`config.mk`:
```
export PLATFORM = sky130hd
export DESIGN_NAME = rast_pipe_elastic
export DESIGN_NICKNAME = d
export VERILOG_FILES = /design/src/rtl/rast_pipe_elastic.sv
export SDC_FILE = /design/constraint.sdc
export NUM_CORES = 1
export LEC_CHECK = 0
export BUFFER_PORTS_ARGS = -buffer_cell sky130_fd_sc_hd__clkbuf_2
export CAP_MARGIN = 25
export CORE_MARGIN = 3
export CORE_UTILIZATION = 40
export CTS_BUF_LIST = sky130_fd_sc_hd__clkbuf_4 sky130_fd_sc_hd__clkbuf_8 sky130_fd_sc_hd__clkbuf_16
export CTS_CLUSTER_DIAMETER = 100
export DETAILED_ROUTE_END_ITERATION = 10
export PLACE_DENSITY = 0.6
export SYNTH_ARGS = -nofsm -noshare
export SYNTH_HDL_FRONTEND = slang
export SYNTH_SLANG_ARGS = --single-unit
```
`constraint.sdc`:
```
create_clock -name clk_i -period 2.45 [get_ports clk_i]
set_input_delay 0.3675 -clock clk_i [delete_from_list [all_inputs] [get_ports clk_i]]
set_output_delay 0.3675 -clock clk_i [all_outputs]
set_load 0.05 [all_outputs]
```
`src/rtl/rast_pipe_elastic.sv`:
```
// Parametrised valid/ready delay line for the rasterizer datapath.
// MODE 0 advances all stages together; MODE 1 lets empty stages collapse toward the tail.
module rast_pipe_elastic #(
  parameter int unsigned WIDTH      = 72,
  parameter int unsigned DEPTH      = 3,
  parameter int unsigned MODE       = 1,
  parameter bit          RESET_DATA = 1'b0
) (
  input  logic                                            clk_i,
  input  logic                                            rst_ni,
  input  logic                                            flush_i,
  input  logic                                            in_valid_i,
  output logic                                            in_ready_o,
  input  logic [WIDTH-1:0]                                in_data_i,
  output logic                                            out_valid_o,
  input  logic                                            out_ready_i,
  output logic [WIDTH-1:0]                                out_data_o,
  output logic [((DEPTH < 2) ? 1 : $clog2(DEPTH + 1))-1:0] occupancy_o
);

  localparam int unsigned OccW = (DEPTH < 2) ? 1 : $clog2(DEPTH + 1);

  if (MODE > 1 || DEPTH > 16) begin : g_bad_param
    $error("rast_pipe_elastic: illegal parameters (MODE must be 0..1, DEPTH 0..16)");
  end

  if (DEPTH == 0) begin : g_wire
    logic unused_wire;
    assign unused_wire = ^{clk_i, rst_ni, flush_i};

    assign in_ready_o  = out_ready_i;
    assign out_valid_o = in_valid_i;
    assign out_data_o  = in_data_i;
    assign occupancy_o = '0;
  end else begin : g_pipe
    logic [DEPTH-1:0] v_q, v_d, en, ld;
    logic [OccW-1:0]  occ_q, occ_d;
    logic [WIDTH-1:0] d_q [DEPTH];
    logic             tail_run;

    // Stage enables, resolved from the tail toward the head.
    always_comb begin
      en       = '0;
      tail_run = ~v_q[DEPTH-1] | out_ready_i;
      if (MODE == 0) begin
        en = {DEPTH{tail_run}};
      end else begin
        en[DEPTH-1] = tail_run;
        for (int i = int'(DEPTH) - 2; i >= 0; i--) begin
          tail_run = ~v_q[i] | tail_run;
          en[i]    = tail_run;
        end
      end
    end

    always_comb begin
      v_d = v_q;
      ld  = '0;
      if (en[0]) begin
        v_d[0] = in_valid_i;
        ld[0]  = in_valid_i;
      end
      for (int unsigned i = 1; i < DEPTH; i++) begin
        if (en[i]) begin
          v_d[i] = v_q[i-1];
          ld[i]  = v_q[i-1];
        end
      end
      if (flush_i) begin
        v_d = '0;
      end
      occ_d = OccW'($countones(v_d));
    end

    always_ff @(posedge clk_i or negedge rst_ni) begin
      if (!rst_ni) begin
        v_q   <= '0;
        occ_q <= '0;
      end else begin
        v_q   <= v_d;
        occ_q <= occ_d;
      end
    end

    // Payload only moves with a valid beat; bubbles leave stale data behind.
    if (RESET_DATA) begin : g_data_rst
      always_ff @(posedge clk_i or negedge rst_ni) begin
        if (!rst_ni) begin
          for (int unsigned i = 0; i < DEPTH; i++) begin
            d_q[i] <= '0;
          end
        end else begin
          if (ld[0]) d_q[0] <= in_data_i;
          for (int unsigned i = 1; i < DEPTH; i++) begin
            if (ld[i]) d_q[i] <= d_q[i-1];
          end
        end
      end
    end else begin : g_data
      always_ff @(posedge clk_i) begin
        if (ld[0]) d_q[0] <= in_data_i;
        for (int unsigned i = 1; i < DEPTH; i++) begin
          if (ld[i]) d_q[i] <= d_q[i-1];
        end
      end
    end

    assign in_ready_o  = en[0] & ~flush_i;
    assign out_valid_o = v_q[DEPTH-1];
    assign out_data_o  = d_q[DEPTH-1];
    assign occupancy_o = occ_q;
  end

endmodule

```
==> results.yml <==
synthesis:
  yosys.area.top_type_share_pct: 89.5
  synthesis.area_um2: 7250
  synth_area_leaders: "edfxtp_1 (90%), buf_4 (7.5%), dfrtp_1 (1.7%)"
  ys.flop_type: "edfxtp_1"
  ys_seq_area_share_pct: 91.2
  yosysUniqueCellTypes: 11
  synth_edf_count: 216
  ys.warnings.count: 0
  syn-num-nets: 385
  syn_inst: 307
  ys_seq_elements: 221
  synth-async-reset-ratio_pct: 2.26
  synth.top_cells.by_count: "edfxtp_1 (216), buf_4 (72), dfrtp_1 (5)"
  avgSynthCellArea_um2: 23.6
  synth_most_common_cell: "edfxtp_1"
  yosysTopAreaCell: "edfxtp_1"
drt:
  drc: 0
  num_vias: 2796
  drt_iter0_markers: 142
  via_per_inst: 4.25
  wirelength_mm: 10.7
  ant_nets: 0
  routedWlPerCell_um: 16.2
  drtPass1Iterations: 4
placed_design:
  portBuffers: 152
  dp_hpwl_mm: 7.22
  gp_congestion: 0.720
  dpl_worst_slack_ns: 0.667
worst_setup_path:
  path_buf_inv: 1
  critPathTopFamily: "flip-flops"
  crit_type: "reg -> out"
  cp.required_ns: 2.08
  slowest_delay_ns: 0.41
  cp_max_fo: 4
  critical-path-slowest-cell: "dfrtp_1"
  critPathArrivalTime_ns: 1.48
  crit_path_end_kind: "output pin"
  critPathLaunchType: "flip-flop"
  crit_chain: "nand4b_1, nor2b_1, clkbuf_2"
final_layout:
  final_core_util_pct: 48.5
  drive_gt1_share_pct: 45.7
  multiInputGateArea_um2: 90.1
  area_growth_pct: 17.4
  antenna_cells: 0
  seqCellArea_um2: 6610
  n_fill_cell: 1471
  nets: 497
global_route:
  overflow: 0
  grt_pass1_vias: 2988
  antenna_found_initial: 0
  grtUsageTotal_pct: 10.8
  grt_first_pass_wirelength_mm: 16.5
  grt_max_degree: 38
timing:
  fin_setup_tns_ns: 0
  setup_violations: 0
  clock_skew_ns: 0.00941
  fin_ws_ns: 0.607
  holdWs_ns: 0.0539
  worst_slew_pin_slew_ns: 0.502
  fin_crit_sh_pct: 75.2
  fin_crit_ns: 1.84
  timing.fmax_mhz: 543
  max_slew_margin_pct: 66.5
  hold_viol: 0
  rsz0062_at_grt: "no"
  finalMaxSlewViolations: 0
clock_network:
  clk_path_buf_depth: 3
  root_buffer: "clkbuf_16"
  clk_latency_ns: 0.49
  post_cts_resized: 0
  cts_sinks: 221
  numCtsBuffers: 23
  h-tree-depth: 1
  clk_pin_slew_ns: 0.06
  cts_tree: "yes"
pwr:
  p_per_area_nw_per_um2: 911
  p_int_uw: 6190
  p_leak_uw: 0.00317
  p_sw_share_pct: 20.1
  max-vdd-ir-drop_v: 0.000483
  p_switching_uw: 1550
  p_seq_share_pct: 56.5
  p_clk_share_pct: 39.3
  p_comb_share_pct: 4.2
outcome:
  status: "complete, no violations"
die:
  die_h_um: 141
  core_area_um2: 17500
  row_count: 48
  fp.dieW_um: 141
  ioPinCount: 153
  die_area_um2: 19800
  start_util_pct: 41.3
job:
  maxCapViolations: 0
min_path:
  hold_path.class: "in -> reg"
-- worst paths after layout --
check	start	to	slack, ns	cells after the start
worst max register to register	g_pipe.v_q[2]	g_pipe.d_q[0][128]	0.81	3
min in group asynchronous	rst_ni	occupancy_o[1]	0.23	2
worst max-delay path	g_pipe.v_q[2]	in_ready_o	0.61	3
worst min register to register	g_pipe.d_q[0][63]	g_pipe.d_q[0][135]	0.41	0
worst min-delay path	in_data_i[50]	g_pipe.d_q[0][50]	0.05	1
max in group asynchronous	rst_ni	occupancy_o[0]	2.08	2
-- registers in the layout, indices dropped and copies added, names as in the netlist --
register	flops
g_pipe.d_q	216
g_pipe.v_q	3
occupancy_o	2
-- final cells by class --
class                   instances  area share (%)
well taps                     225            3.31
inverters                       3           0.132
multi-input cells              11            1.06
clock buffers                  28            7.21
clock inverters                11           0.662
repair buffers                159            9.89
flip-flops and latches        221            77.7
-- per-stage QoR --
step                      power [uW]  cells  instance area, um^2
after global placement          4770    618                 7830
final                           7740    658                 8500
after floorplan                 4670    307                 7250
after CTS                       7860    658                 8500
after global routing            8080    658                 8500
after detailed placement        4790    618                 7830
-- repair_timing --
item,4_1_cts,5_1_grt
buffers inserted,0,0
hold buffers,1,0
hold endpoints to repair,5,0
-- routing by layer --
layer  track usage, %  vias to the layer above  part of all wire (%)
li1                 -                     1312                     -
met2             17.0                      132                    46
met4             3.57                        0                   2.1
met3             3.49                       24                    10
met5                0                        -                     0
met1             14.5                     1328                    42
-- cells by family after synthesis --
group / Yosys count / synth area share, %
compound gates: 3 / 0.207
fa+ha+maj: 1 / 0.276
buf+inv: 75 / 7.62
flops: 221 / 91.2
simple gates: 7 / 0.656
-- cell usage in the layout, fill, tap and decap left out --
master	instances
a21oi_1	3
buf_4	4
clkinv_1	2
clkinv_2	8
nand3b_1	1
clkinv_4	1
nor2b_1	1
fa_1	1
and2_4	3
inv_1	3
nand4b_1	1
clkbuf_4	5
nand2b_1	1
edfxtp_1	216
dlygate4sd3_1	1
buf_12	2
clkbuf_2	152
clkbuf_16	23
dfrtp_1	5
-- power by group through the flow --
stage / clock network, uW / registers, uW / logic (uW)
final: 3040 / 4380 / 323
after global routing: 3340 / 4390 / 346
after CTS: 3150 / 4380 / 330
after detailed placement: 0 / 4460 / 328
after global placement: 0 / 4450 / 321
after floorplan: 0 / 4450 / 217
(Power assumes the default switching activity.)
